==> src/rtl/lvds_frame_tx_pkg.sv <==
// Shared link definitions: sync codes, FSM encoding, sync word selection.
// The receiver side imports the same package so both ends agree on the codes.
package lvds_frame_tx_pkg;

  localparam int unsigned WORD_W = 12;

  // 48-bit sync sequences, transmitted low word first.
  localparam logic [47:0] SYNC_SOF = 48'hFFF0000009D0;
  localparam logic [47:0] SYNC_SOL = 48'hFFF000000800;
  localparam logic [47:0] SYNC_EOL = 48'hFFF000000AB0;
  localparam logic [47:0] SYNC_EOF = 48'hFFF000000B60;

  typedef enum logic [2:0] {
    ST_IDLE   = 3'd0,
    ST_SYNC_S = 3'd1,
    ST_PIXEL  = 3'd2,
    ST_SYNC_E = 3'd3,
    ST_HBLANK = 3'd4,
    ST_VBLANK = 3'd5
  } state_e;

  typedef enum logic [1:0] {
    CODE_SOF = 2'd0,
    CODE_SOL = 2'd1,
    CODE_EOL = 2'd2,
    CODE_EOF = 2'd3
  } sync_code_e;

  // Word idx (0 = first on the wire) of the selected 48-bit sync sequence.
  function automatic logic [WORD_W-1:0] sync_word(input sync_code_e code,
                                                  input logic [1:0]  idx);
    logic [47:0] seq;
    case (code)
      CODE_SOF: seq = SYNC_SOF;
      CODE_SOL: seq = SYNC_SOL;
      CODE_EOL: seq = SYNC_EOL;
      default:  seq = SYNC_EOF;
    endcase
    case (idx)
      2'd0:    sync_word = seq[11:0];
      2'd1:    sync_word = seq[23:12];
      2'd2:    sync_word = seq[35:24];
      default: sync_word = seq[47:36];
    endcase
  endfunction

endpackage

==> src/rtl/lvds_frame_tx.sv <==
// Transmit frame formatter for the 12-bit SDR pixel link: emits SOF/SOL,
// pixel slots, EOL/EOF and blanking, one registered word per SDR_CLK.
module lvds_frame_tx
  import lvds_frame_tx_pkg::*;
#(
  parameter int          LINE_PIXELS = 4,
  parameter int          FRAME_LINES = 2,
  parameter int          H_BLANK     = 2,
  parameter int          V_BLANK     = 3,
  parameter logic [11:0] IDLE_WORD   = 12'h000,
  parameter logic [11:0] UFLOW_WORD  = 12'h000
) (
  input  logic        SDR_CLK,
  input  logic        RST_n,
  input  logic        Frame_start,
  input  logic [11:0] Pix_data,
  input  logic        Pix_valid,
  output logic        Pix_ready,
  output logic [11:0] TX_data,
  output logic        Frame_busy,
  output logic [9:0]  Line_count,
  output logic [9:0]  Pixel_count,
  output logic        Underflow
);

  localparam logic [9:0] LAST_PIX  = 10'(LINE_PIXELS - 1);
  localparam logic [9:0] LAST_LINE = 10'(FRAME_LINES - 1);
  localparam logic [7:0] H_LAST    = 8'(H_BLANK - 1);
  localparam logic [7:0] V_LAST    = 8'(V_BLANK - 1);

  state_e      state_q, state_d;
  logic [1:0]  widx_q, widx_d;
  logic [9:0]  pix_q, pix_d;
  logic [9:0]  line_q, line_d;
  logic [7:0]  blk_q, blk_d;
  logic [11:0] tx_q, tx_d;
  logic        uflow_q, uflow_d;
  logic        pend_q, pend_d;
  logic        frame_done;
  logic        last_line;
  sync_code_e  code_s;

  assign last_line = (line_q == LAST_LINE);

  // State and datapath registers; reset aborts any frame in flight.
  always_ff @(posedge SDR_CLK or negedge RST_n) begin
    if (!RST_n) begin
      state_q <= ST_IDLE;
      widx_q  <= '0;
      pix_q   <= '0;
      line_q  <= '0;
      blk_q   <= '0;
      tx_q    <= IDLE_WORD;
      uflow_q <= 1'b0;
      pend_q  <= 1'b0;
    end else begin
      state_q <= state_d;
      widx_q  <= widx_d;
      pix_q   <= pix_d;
      line_q  <= line_d;
      blk_q   <= blk_d;
      tx_q    <= tx_d;
      uflow_q <= uflow_d;
      pend_q  <= pend_d;
    end
  end

  // Next state, counters and the word to launch on the next edge.
  always_comb begin
    state_d    = state_q;
    widx_d     = widx_q;
    pix_d      = pix_q;
    line_d     = line_q;
    blk_d      = blk_q;
    tx_d       = IDLE_WORD;
    uflow_d    = uflow_q;
    pend_d     = pend_q;
    frame_done = 1'b0;
    code_s     = CODE_SOF;

    // A start request during a frame is remembered once; extra pulses merge.
    if (state_q != ST_IDLE && Frame_start) pend_d = 1'b1;

    case (state_q)
      ST_IDLE: begin
        line_d = '0;
        pix_d  = '0;
        widx_d = '0;
        if (Frame_start || pend_q) begin
          state_d = ST_SYNC_S;
          uflow_d = 1'b0;
          pend_d  = 1'b0;
        end
      end
      ST_SYNC_S: begin
        code_s = (line_q == '0) ? CODE_SOF : CODE_SOL;
        tx_d   = sync_word(code_s, widx_q);
        pix_d  = '0;
        widx_d = widx_q + 2'd1;
        if (widx_q == 2'd3) state_d = ST_PIXEL;
      end
      ST_PIXEL: begin
        // Slot length is fixed: a missing pixel is filled, never stretched.
        if (Pix_valid) begin
          tx_d = Pix_data;
        end else begin
          tx_d    = UFLOW_WORD;
          uflow_d = 1'b1;
        end
        if (pix_q == LAST_PIX) begin
          pix_d   = '0;
          widx_d  = '0;
          state_d = ST_SYNC_E;
        end else begin
          pix_d = pix_q + 10'd1;
        end
      end
      ST_SYNC_E: begin
        code_s = last_line ? CODE_EOF : CODE_EOL;
        tx_d   = sync_word(code_s, widx_q);
        widx_d = widx_q + 2'd1;
        if (widx_q == 2'd3) begin
          blk_d = '0;
          if (last_line) begin
            if (V_BLANK == 0) frame_done = 1'b1;
            else              state_d    = ST_VBLANK;
          end else begin
            line_d  = line_q + 10'd1;
            state_d = (H_BLANK == 0) ? ST_SYNC_S : ST_HBLANK;
          end
        end
      end
      ST_HBLANK: begin
        blk_d = blk_q + 8'd1;
        if (blk_q == H_LAST) begin
          widx_d  = '0;
          state_d = ST_SYNC_S;
        end
      end
      ST_VBLANK: begin
        blk_d = blk_q + 8'd1;
        if (blk_q == V_LAST) frame_done = 1'b1;
      end
      default: state_d = ST_IDLE;
    endcase

    // End of frame: chain straight into a pending (or same-cycle) start.
    if (frame_done) begin
      line_d = '0;
      widx_d = '0;
      pend_d = 1'b0;
      if (pend_q || Frame_start) begin
        state_d = ST_SYNC_S;
        uflow_d = 1'b0;
      end else begin
        state_d = ST_IDLE;
      end
    end
  end

  assign TX_data     = tx_q;
  assign Pix_ready   = (state_q == ST_PIXEL);
  assign Frame_busy  = (state_q != ST_IDLE);
  assign Line_count  = line_q;
  assign Pixel_count = pix_q;
  assign Underflow   = uflow_q;

endmodule
==> config.mk <==
export PLATFORM = sky130hd
export DESIGN_NAME = lvds_frame_tx
export DESIGN_NICKNAME = d
export VERILOG_FILES = /design/src/rtl/lvds_frame_tx_pkg.sv /design/src/rtl/lvds_frame_tx.sv
export SDC_FILE = /design/constraint.sdc
export NUM_CORES = 1
export LEC_CHECK = 0
export ABC_AREA = 1
export CAP_MARGIN = 20
export CORE_ASPECT_RATIO = 0.75
export CORE_UTILIZATION = 50
export CTS_CLUSTER_DIAMETER = 40
export DETAILED_ROUTE_END_ITERATION = 10
export DONT_BUFFER_PORTS = 1
export GPL_ROUTABILITY_DRIVEN = 0
export SYNTH_ARGS = -nofsm -noshare
export SYNTH_HDL_FRONTEND = slang
export SYNTH_SLANG_ARGS = --single-unit
export TNS_END_PERCENT = 5
==> constraint.sdc <==
create_clock -name SDR_CLK -period 2 [get_ports SDR_CLK]
set_clock_uncertainty 0.05 [all_clocks]
set_input_delay 0.6 -clock SDR_CLK [delete_from_list [all_inputs] [get_ports SDR_CLK]]
set_output_delay 0.6 -clock SDR_CLK [all_outputs]
set_load 0.02 [all_outputs]
==> run metrics <==
status finished clean; PwrDens around 1200 mW/mm2; first-pass GRT wire length a little under 10000 um; grt ovf 0; clock latency on the worst-skew pair about 300 ps; average wire per standard cell 13.26 um; clock sinks 47; Slew headroom around two thirds; Avg Inst Size Synth 7.705 um2; Setup violations, final 0; Pre-antenna DRT Iters 4; Final nets 398; Vias per Instance 5.071; Worst VDD drop 748.5 uV; post-CTS setup buffer count 0; ANT cells 0; Leak Pwr 1.528 nW; non-filler cells, final 449; first-iteration detailed-routing DRC count slightly above 100; synthesized flop and latch total 47; CP endpoint kind output port; Pwr Total 3.606 mW; Critical Path AT 1250 ps; design area around 0.0030 mm2; clock root cell clkbuf_8; DP HPWL 4361 um; via count 2277; Maximum Capacitance Violations 0; Worst setup SP type flop; syn_nets 385; Max Root-Sink Buffers 2; row count 23; post-place setup slack 273.4 ps; worst setup path start state_q[2]; Crit Path Category flop to output port; Reg clk slew, reported paths around 90 ps; antenna violations before repair 0; CTS Buf Count 5; H-tree depth 2; initial core utilization 51.82%; fin. max-slew vios 0; most frequent cells in the layout 105 x nand2_1, 45 x dfrtp_1, 40 x nor2_1; FMAX 526.3 MHz; setup_tns 0 ps; placed cells 440; worst-path fanout max 10; Worst Path Required 1350 ps; Die W just under 90 um; WHS 85.06 ps; Post-Syn Area ~0.0028 mm2; PortBufs 0; I/O pin cnt 51; Final ANT Viol Nets 0; layout cell share with drive strength beyond 1 11.76%; final WL 5955 um; All-Layer GR Usage 21.85%; vias in the first global route 2079; Post-DP Area 0.002893 mm2; commonest non-fill, non-tap cell in the layout nand2_1; post-synthesis cell type count 30; core area 0.005353 mm2; Core Util, Final 56.87%; Worst-Margin Slew 511.4 ps; CTS tree built; min setup slack post-route 99.98 ps; RSZ-0062 raised after global routing false; sequential share of the synthesized area between 40% and 50%; largest net degree at the start of global routing 48; chip height 66.51 um; Final Hold Fails 0; area grow syn2layout 9.743%; final worst path period need 1900 ps; DRC violations left 0; r2r startpoint Pixel_count[0]; period utilization a little over nine tenths; Hold Path Class input port to asynchronous set/reset pin; Die ar. 0.005853 mm2; Syn. warnings 0; Post-Syn Instances 360
-- cells by family (layout without fill, tap and decap cells) --
family / after synthesis / count (layout) / synth area share [%]
buf+inv: 48 / 62 / 7.713
flops: 47 / 47 / 42.40
fa+ha+maj: 9 / 9 / 4.060
xor+xnor: 8 / 8 / 2.526
compound gates: 33 / 33 / 7.307
simple gates: 215 / 215 / 35.99
-- path summary, 6_finish.rpt --
path / depth (start not counted) / to / slack, ps
max: 3 / Pix_ready / 100
min: 1 / Pixel_count[3] / 90
max reg2reg: 9 / state_q[0] / 260
min reg2reg: 2 / widx_q[0] / 470
max in group asynchronous: 1 / state_q[2] / 1590
min in group SDR_CLK: 2 / TX_data[2] / 350
-- cells in the mapped netlist, drive strengths merged --
cell type | count | area, um2
a21oi | 6 | 33.78
a22o | 1 | 8.760
buf | 5 | 50.04
dfrtp | 47 | 1176
ha | 9 | 112.6
inv | 43 | 163.9
nand2 | 111 | 441.7
nand3 | 40 | 212.7
nand3b | 4 | 30.03
nand4 | 5 | 31.28
nor2 | 46 | 235.2
nor3 | 8 | 40.04
nor3b | 1 | 7.510
o21ai | 23 | 141.4
o22ai | 3 | 18.77
xnor2 | 2 | 17.52
xor2 | 6 | 52.55
-- routing by layer --
metal	routed length, um	global-route usage (%)	vias up
li1	-	-	1169
met1	3120	32.28	1056
met2	2469	32.66	48
met3	317	4.213	4
met4	48	4.918	0
met5	0	0	-
-- worst max-delay path, cell delays in order, from the launching register on --
cell	delay [ps]
dfrtp_2	500
nor2_4	150
inv_2	80
nor2_8	220
-- sequential cells by signal (all words and copies together), names as in the netlist --
| signal | count |
|---|---|
| blk_q | 8 |
| TX_data | 12 |
| pend_q | 1 |
| Pixel_count | 10 |
| state_q | 3 |
| Underflow | 1 |
| Line_count | 10 |
| widx_q | 2 |
-- power breakdown --
| part | switching (mW) | internal [mW] |
|---|---|---|
| clock | 0.336 | 0.411 |
| sequential | 0.334 | 1.15 |
| combinational | 0.923 | 0.451 |
-- layout make-up --
class                   count  area [um2]
flip-flops and latches     47        1179
repair buffers             11       102.6
clock buffers               6       82.58
multi-input cells         265        1384
clock inverters             2       38.79
well taps                  75       93.84
inverters                  43       163.9
fillers                   518        2308
-- what timing repair did --
action,CTS,global route
hold buffers,1,0
gates resized for setup,0,2
endpoints found under the hold margin,47,0
setup endpoints to repair,0,2
(Power assumes the default switching activity.)
